File: config.mk
export PLATFORM = sky130hd
export DESIGN_NAME = div_issue_ctrl_flat
export DESIGN_NICKNAME = d
export VERILOG_FILES = /design/src/rtl/div_issue_ctrl_if.sv /design/src/rtl/div_issue_ctrl.sv /design/src/flat_wrapper.sv
export SDC_FILE = /design/constraint.sdc
export NUM_CORES = 1
export LEC_CHECK = 0
export BUFFER_PORTS_ARGS = -buffer_cell sky130_fd_sc_hd__clkbuf_2
export CORE_AREA = 2 2 121 123
export DETAILED_ROUTE_END_ITERATION = 10
export DIE_AREA = 0 0 123 125
export GPL_TIMING_DRIVEN = 0
export PLACE_DENSITY = 0.64
export SKIP_CTS_REPAIR_TIMING = 1
export SYNTH_ARGS = -nofsm -noshare
export SYNTH_HDL_FRONTEND = slang
export SYNTH_SLANG_ARGS = --single-unit
File: constraint.sdc
create_clock -name clk -period 2.9 [get_ports clk]
set_input_delay 0.145 -clock clk [delete_from_list [all_inputs] [get_ports clk]]
set_output_delay 0.145 -clock clk [all_outputs]
set_load 0.005 [all_outputs]
File: src/rtl/div_issue_ctrl_if.sv
// Bundle between the divide issue controller, the EX stage and the two divider IPs.
// The controller takes the master view; EX plus the IPs take the slave view.
interface div_issue_ctrl_if #(
    parameter int DATA_W = 32
);
    logic                  req_valid;
    logic                  req_ready;
    logic [3:0]            req_op;
    logic [DATA_W-1:0]     req_src1;
    logic [DATA_W-1:0]     req_src2;

    logic                  res_valid;
    logic                  res_ready;
    logic [DATA_W-1:0]     res_data;

    logic [DATA_W-1:0]     dvd_tdata;
    logic [DATA_W-1:0]     dvs_tdata;

    logic                  s_dvd_tvalid;
    logic                  s_dvd_tready;
    logic                  s_dvs_tvalid;
    logic                  s_dvs_tready;
    logic                  s_dout_tvalid;
    logic [2*DATA_W-1:0]   s_dout_tdata;

    logic                  u_dvd_tvalid;
    logic                  u_dvd_tready;
    logic                  u_dvs_tvalid;
    logic                  u_dvs_tready;
    logic                  u_dout_tvalid;
    logic [2*DATA_W-1:0]   u_dout_tdata;

    modport master (
        input  req_valid, req_op, req_src1, req_src2, res_ready,
        input  s_dvd_tready, s_dvs_tready, s_dout_tvalid, s_dout_tdata,
        input  u_dvd_tready, u_dvs_tready, u_dout_tvalid, u_dout_tdata,
        output req_ready, res_valid, res_data, dvd_tdata, dvs_tdata,
        output s_dvd_tvalid, s_dvs_tvalid, u_dvd_tvalid, u_dvs_tvalid
    );

    modport slave (
        output req_valid, req_op, req_src1, req_src2, res_ready,
        output s_dvd_tready, s_dvs_tready, s_dout_tvalid, s_dout_tdata,
        output u_dvd_tready, u_dvs_tready, u_dout_tvalid, u_dout_tdata,
        input  req_ready, res_valid, res_data, dvd_tdata, dvs_tdata,
        input  s_dvd_tvalid, s_dvs_tvalid, u_dvd_tvalid, u_dvs_tvalid
    );
endinterface

File: src/rtl/div_issue_ctrl.sv
// Sequences one div/mod request through the signed or unsigned divider IP and
// returns quotient or remainder; a flush drains the IP result instead of returning it.
module div_issue_ctrl #(
    parameter int DATA_W = 32
) (
    input  logic              clk,
    input  logic              reset,
    input  logic              i_flush,
    output logic              o_busy,
    div_issue_ctrl_if.master  bus
);
    typedef enum logic [2:0] {
        IDLE  = 3'd0,
        ISSUE = 3'd1,
        WAIT  = 3'd2,
        DONE  = 3'd3,
        DRAIN = 3'd4
    } state_t;

    state_t              r_state;
    state_t              w_next;
    logic                r_signed;
    logic                r_wantRem;
    logic [DATA_W-1:0]   r_src1;
    logic [DATA_W-1:0]   r_src2;
    logic [DATA_W-1:0]   r_resData;
    logic                r_dvdValid;
    logic                r_dvsValid;
    logic                r_flushPend;

    logic                w_opOneHot;
    logic                w_accept;
    logic                w_dvdReady;
    logic                w_dvsReady;
    logic                w_dvdDone;
    logic                w_dvsDone;
    logic                w_doutValid;
    logic [2*DATA_W-1:0] w_doutData;
    logic                w_capture;

    assign w_opOneHot  = (bus.req_op != 4'd0) && ((bus.req_op & (bus.req_op - 4'd1)) == 4'd0);
    assign w_accept    = (r_state == IDLE) && bus.req_valid && !i_flush && w_opOneHot;

    // Only the IP chosen at accept time is listened to; the other one is ignored.
    assign w_dvdReady  = r_signed ? bus.s_dvd_tready  : bus.u_dvd_tready;
    assign w_dvsReady  = r_signed ? bus.s_dvs_tready  : bus.u_dvs_tready;
    assign w_doutValid = r_signed ? bus.s_dout_tvalid : bus.u_dout_tvalid;
    assign w_doutData  = r_signed ? bus.s_dout_tdata  : bus.u_dout_tdata;

    assign w_dvdDone   = !r_dvdValid || w_dvdReady;
    assign w_dvsDone   = !r_dvsValid || w_dvsReady;
    assign w_capture   = (r_state == WAIT) && w_doutValid && !i_flush;

    always_ff @(posedge clk) begin
        if (reset) begin
            r_state <= IDLE;
        end else begin
            r_state <= w_next;
        end
    end

    always_comb begin
        w_next = r_state;
        case (r_state)
            IDLE:    if (w_accept) w_next = ISSUE;
            ISSUE:   if (w_dvdDone && w_dvsDone) w_next = (r_flushPend || i_flush) ? DRAIN : WAIT;
            WAIT: begin
                if (w_doutValid) begin
                    w_next = i_flush ? IDLE : DONE;
                end else if (i_flush) begin
                    w_next = DRAIN;
                end
            end
            DONE:    if (bus.res_ready || i_flush) w_next = IDLE;
            DRAIN:   if (w_doutValid) w_next = IDLE;
            default: w_next = IDLE;
        endcase
    end

    // A tvalid, once raised, stays up until its own handshake even across a flush.
    always_ff @(posedge clk) begin
        if (reset) begin
            r_signed    <= 1'b0;
            r_wantRem   <= 1'b0;
            r_src1      <= '0;
            r_src2      <= '0;
            r_dvdValid  <= 1'b0;
            r_dvsValid  <= 1'b0;
            r_flushPend <= 1'b0;
            r_resData   <= '0;
        end else begin
            if (w_accept) begin
                r_signed    <= bus.req_op[0] | bus.req_op[2];
                r_wantRem   <= bus.req_op[2] | bus.req_op[3];
                r_src1      <= bus.req_src1;
                r_src2      <= bus.req_src2;
                r_dvdValid  <= 1'b1;
                r_dvsValid  <= 1'b1;
                r_flushPend <= 1'b0;
            end else begin
                if (r_dvdValid && w_dvdReady) r_dvdValid <= 1'b0;
                if (r_dvsValid && w_dvsReady) r_dvsValid <= 1'b0;
                if ((r_state == ISSUE) && i_flush) r_flushPend <= 1'b1;
            end
            if (w_capture) begin
                r_resData <= r_wantRem ? w_doutData[DATA_W-1:0] : w_doutData[2*DATA_W-1:DATA_W];
            end
        end
    end

    always_comb begin
        bus.req_ready    = (r_state == IDLE);
        o_busy           = (r_state != IDLE);
        bus.res_valid    = (r_state == DONE);
        bus.res_data     = r_resData;
        bus.dvd_tdata    = r_src1;
        bus.dvs_tdata    = r_src2;
        bus.s_dvd_tvalid = r_dvdValid &&  r_signed;
        bus.s_dvs_tvalid = r_dvsValid &&  r_signed;
        bus.u_dvd_tvalid = r_dvdValid && !r_signed;
        bus.u_dvs_tvalid = r_dvsValid && !r_signed;
    end
endmodule

File: src/flat_wrapper.sv
// flat-port wrapper written by rule: the top's interface ports become plain ports
module div_issue_ctrl_flat 
#(
    parameter int DATA_W = 32
)
  (clk, reset, i_flush, o_busy, bus_req_valid, bus_req_op, bus_req_src1, bus_req_src2, bus_res_ready, bus_s_dvd_tready, bus_s_dvs_tready, bus_s_dout_tvalid, bus_s_dout_tdata, bus_u_dvd_tready, bus_u_dvs_tready, bus_u_dout_tvalid, bus_u_dout_tdata, bus_req_ready, bus_res_valid, bus_res_data, bus_dvd_tdata, bus_dvs_tdata, bus_s_dvd_tvalid, bus_s_dvs_tvalid, bus_u_dvd_tvalid, bus_u_dvs_tvalid);
  div_issue_ctrl_if #(.DATA_W(DATA_W)) bus_i ();
  input  logic clk;
  input  logic reset;
  input  logic i_flush;
  output logic o_busy;
  input wire logic [$bits(bus_i.req_valid)-1:0] bus_req_valid;
  input wire logic [$bits(bus_i.req_op)-1:0] bus_req_op;
  input wire logic [$bits(bus_i.req_src1)-1:0] bus_req_src1;
  input wire logic [$bits(bus_i.req_src2)-1:0] bus_req_src2;
  input wire logic [$bits(bus_i.res_ready)-1:0] bus_res_ready;
  input wire logic [$bits(bus_i.s_dvd_tready)-1:0] bus_s_dvd_tready;
  input wire logic [$bits(bus_i.s_dvs_tready)-1:0] bus_s_dvs_tready;
  input wire logic [$bits(bus_i.s_dout_tvalid)-1:0] bus_s_dout_tvalid;
  input wire logic [$bits(bus_i.s_dout_tdata)-1:0] bus_s_dout_tdata;
  input wire logic [$bits(bus_i.u_dvd_tready)-1:0] bus_u_dvd_tready;
  input wire logic [$bits(bus_i.u_dvs_tready)-1:0] bus_u_dvs_tready;
  input wire logic [$bits(bus_i.u_dout_tvalid)-1:0] bus_u_dout_tvalid;
  input wire logic [$bits(bus_i.u_dout_tdata)-1:0] bus_u_dout_tdata;
  output wire logic [$bits(bus_i.req_ready)-1:0] bus_req_ready;
  output wire logic [$bits(bus_i.res_valid)-1:0] bus_res_valid;
  output wire logic [$bits(bus_i.res_data)-1:0] bus_res_data;
  output wire logic [$bits(bus_i.dvd_tdata)-1:0] bus_dvd_tdata;
  output wire logic [$bits(bus_i.dvs_tdata)-1:0] bus_dvs_tdata;
  output wire logic [$bits(bus_i.s_dvd_tvalid)-1:0] bus_s_dvd_tvalid;
  output wire logic [$bits(bus_i.s_dvs_tvalid)-1:0] bus_s_dvs_tvalid;
  output wire logic [$bits(bus_i.u_dvd_tvalid)-1:0] bus_u_dvd_tvalid;
  output wire logic [$bits(bus_i.u_dvs_tvalid)-1:0] bus_u_dvs_tvalid;
  assign bus_i.req_valid = bus_req_valid;
  assign bus_i.req_op = bus_req_op;
  assign bus_i.req_src1 = bus_req_src1;
  assign bus_i.req_src2 = bus_req_src2;
  assign bus_i.res_ready = bus_res_ready;
  assign bus_i.s_dvd_tready = bus_s_dvd_tready;
  assign bus_i.s_dvs_tready = bus_s_dvs_tready;
  assign bus_i.s_dout_tvalid = bus_s_dout_tvalid;
  assign bus_i.s_dout_tdata = bus_s_dout_tdata;
  assign bus_i.u_dvd_tready = bus_u_dvd_tready;
  assign bus_i.u_dvs_tready = bus_u_dvs_tready;
  assign bus_i.u_dout_tvalid = bus_u_dout_tvalid;
  assign bus_i.u_dout_tdata = bus_u_dout_tdata;
  assign bus_req_ready = bus_i.req_ready;
  assign bus_res_valid = bus_i.res_valid;
  assign bus_res_data = bus_i.res_data;
  assign bus_dvd_tdata = bus_i.dvd_tdata;
  assign bus_dvs_tdata = bus_i.dvs_tdata;
  assign bus_s_dvd_tvalid = bus_i.s_dvd_tvalid;
  assign bus_s_dvs_tvalid = bus_i.s_dvs_tvalid;
  assign bus_u_dvd_tvalid = bus_i.u_dvd_tvalid;
  assign bus_u_dvs_tvalid = bus_i.u_dvs_tvalid;
  div_issue_ctrl #(.DATA_W(DATA_W)) u_core (.clk(clk), .reset(reset), .i_flush(i_flush), .o_busy(o_busy), .bus(bus_i));
endmodule
==> reports/metrics.csv <==
metric,value,unit
Max clock buf depth,2,
Synth Area in Compound Gates,14.0,%
antenna violations before repair,0,
vias in the first global route,4767,
max cap viols,0,
Synth Instances,538,
Placed Cells incl. Taps,1028,
count of final setup violators,0,
"Seq/Total Area, Yosys",44.8,%
fmax,423,MHz
final WL,15800,µm
Filler Cells Inserted,1465,
Die W,123,µm
Worst-path clk slew,0.07,ns
Final Hold Fails,0,
Worst Skew,0.00491,ns
Worst setup SP type,register,
worst skew pair latency,0.35,ns
"FF+latch count, synth",104,
input/output buffers,306,
H-tree levels,3,
Critical Path AT,2.64,ns
first-pass GRT wire length,24000,µm
post-synthesis net count,745,
Area growth syn-to-layout,45.1,%
status,finished clean,
CTS tree,built,
core area,14200,µm²
share of cells above drive strength 1,43.5,%
worst-margin pin slew,1.18,ns
# diodes,0,
root buf cell,clkbuf_16,
"commonest cells after routing, fill and taps aside","clkbuf_2, nand2_1, dfxtp_1",
Die Ht,125,µm
CTS sink count,104,
mux cell area share after synthesis,16.5,%
post-DR wirelength/cell,15.2,µm
Cell variety after synth,38,
Vias/cell,4.77,
Mean Syn Cell Area,8.64,µm²
Post-Synth Simple-Gate Area,20.0,%
Critical Path RT,3.18,ns
Hold Path Class,in -> reg,
post-layout util,47.5,%
Slew headroom,20.6,%
Post-route DRC,0,
Iter 0 DRT Violations,239,
final period utilization,81.5,%
main combinational cell family by area after synthesis,simple AND/OR/NAND/NOR gates,
Ports,310,
via count,4980,
Final #Nets,1062,
final worst path period need,2.36,ns
CP endpoint kind,register,
Ys Warns,0,
kind of critical path,reg -> reg,
peak supply drop,0.495,mV
initial core utilization,32.7,%
setup TNS,0,ns
First-pass DRT Iterations,6,
Leak,2.93,nW
CTS buffer count,9,
synthesized area,4650,µm²
pwr dens,491,nW/µm²
Post-DRT Antenna Nets,0,
GRT Util Overall,20.1,%
unrepaired setup endpoints after global routing,false,
area share of fa/ha/maj cells after synthesis,0,%
die area,15400,µm²
pin count of the biggest net entering global routing,16,
Synth Area in XOR/XNOR,0.188,%
overflow left after global routing,0,
max-slew violations,0,
DPL Wire Length,12600,µm
GP Congestion,0.789,
FP Rows,44,
post-route insts no fill,1043,
worst-path fanout max,10,
"most common cell after layout, fill and taps aside",clkbuf_2,
power by group:
| part | internal [W] | switching [W] |
|---|---|---|
| combinational | 0.000232 | 0.000208 |
| clock | 0.000864 | 0.000531 |
| sequential | 0.00146 | 0.0000192 |
flip-flops by register name, summed over array words and instances (netlist names):
signal                cells
u_core.bus.dvd_tdata     32
u_core.bus.dvs_tdata     32
u_core.bus.res_data      32
u_core.r_state            3
u_core.r_dvdValid         1
u_core.r_dvsValid         1
u_core.r_flushPend        1
u_core.r_signed           1
u_core.r_wantRem          1
through the flow:
| stage | total power (W) | instance area, µm² | hold WS [ns] | worst slack, ns |
|---|---|---|---|---|
| 2_1_floorplan | 0.00173 | 4650 | 0.281 | 1.17 |
| 3_5_place_dp | 0.00196 | 6410 | 0.374 | 0.496 |
| 5_1_grt | 0.00345 | 6750 | 0.00984 | 0.306 |
| 6_report | 0.00331 | 6750 | 0.00994 | 0.537 |
| 3_3_place_gp | 0.00195 | 6410 | 0.369 | 0.606 |
| 4_1_cts | 0.00335 | 6750 | -0.00432 | 0.484 |
cells in the mapped netlist:
library cell	number	area [µm²]
a22oi_1	2	15.0
nand3_1	1	5.00
o22ai_1	1	6.26
nor2b_1	2	12.5
nor2_2	1	6.26
buf_2	15	75.1
buf_6	1	11.3
a31oi_1	2	12.5
xor2_1	1	8.76
a21oi_1	102	510
nand2_1	198	743
a211oi_2	1	12.5
nor4b_1	3	26.3
o21a_1	1	7.51
dfxtp_1	104	2080
nand4_1	1	6.26
and3_1	1	6.26
buf_1	3	11.3
inv_1	2	7.51
o21ai_0	1	5.00
a211oi_1	3	22.5
o21ai_1	2	10.0
buf_4	2	15.0
or3_1	1	6.26
mux4_2	32	721
nor4bb_1	1	10.0
nor4_1	2	12.5
nor3_1	4	20.0
clkbuf_1	24	90.1
or2_1	1	6.26
mux2_4	1	15.0
nor2_1	10	37.5
and2_1	2	12.5
a21oi_2	1	8.76
nand2b_1	3	18.8
mux2i_1	3	30.0
a21o_1	2	15.0
a2111oi_4	1	27.5
metal layers:
layer	global-route usage [%]	share of wire, %	up-vias
met5	0	0	-
met3	5.20	7.5	21
met4	6.08	1.8	0
met1	24.2	41	2294
li1	-	-	2463
met2	34.8	50	202
worst max-delay path, cell delays in order, from the launching register on:
cell      delay, ns
dfxtp_1        0.31
clkbuf_1       0.28
nand2b_1       0.17
nor4_1         0.91
buf_2          0.38
nand2_1        0.11
a21oi_1        0.13
area by class of cell:
class                           count  area, µm²  area share [%]
Timing Repair Buffer              306       1530            22.7
Clock buffer                       12        246            3.65
Tap cell                          184        230            3.41
Buffer                             45        203            3.00
Clock inverter                      3       90.1            1.34
Inverter                            2       7.51           0.111
Sequential cell                   104       2080            30.9
Multi-Input combinational cell    387       2360            34.9
path summary, 6_finish.rpt:
path | endpoint | cells after the start | slack, ns | from
min reg2reg | u_core.bus.dvd_tdata[30] | 2 | 0.45 | u_core.bus.dvd_tdata[30]
min | u_core.bus.dvs_tdata[13] | 3 | 0.01 | bus_req_src2[13]
max reg2reg | u_core.bus.res_data[9] | 6 | 0.54 | u_core.r_state[1]
max | u_core.bus.res_data[9] | 6 | 0.54 | u_core.r_state[1]
logic make-up after synthesis:
kind of cell	count (synthesis)
DFF	104
AOI/OAI and AO/OA	119
buffers and inverters	47
muxes	36
and+or+nand+nor	231
xor gates and xnor gates	1
Note: power is estimated with default switching activity, not from simulation.
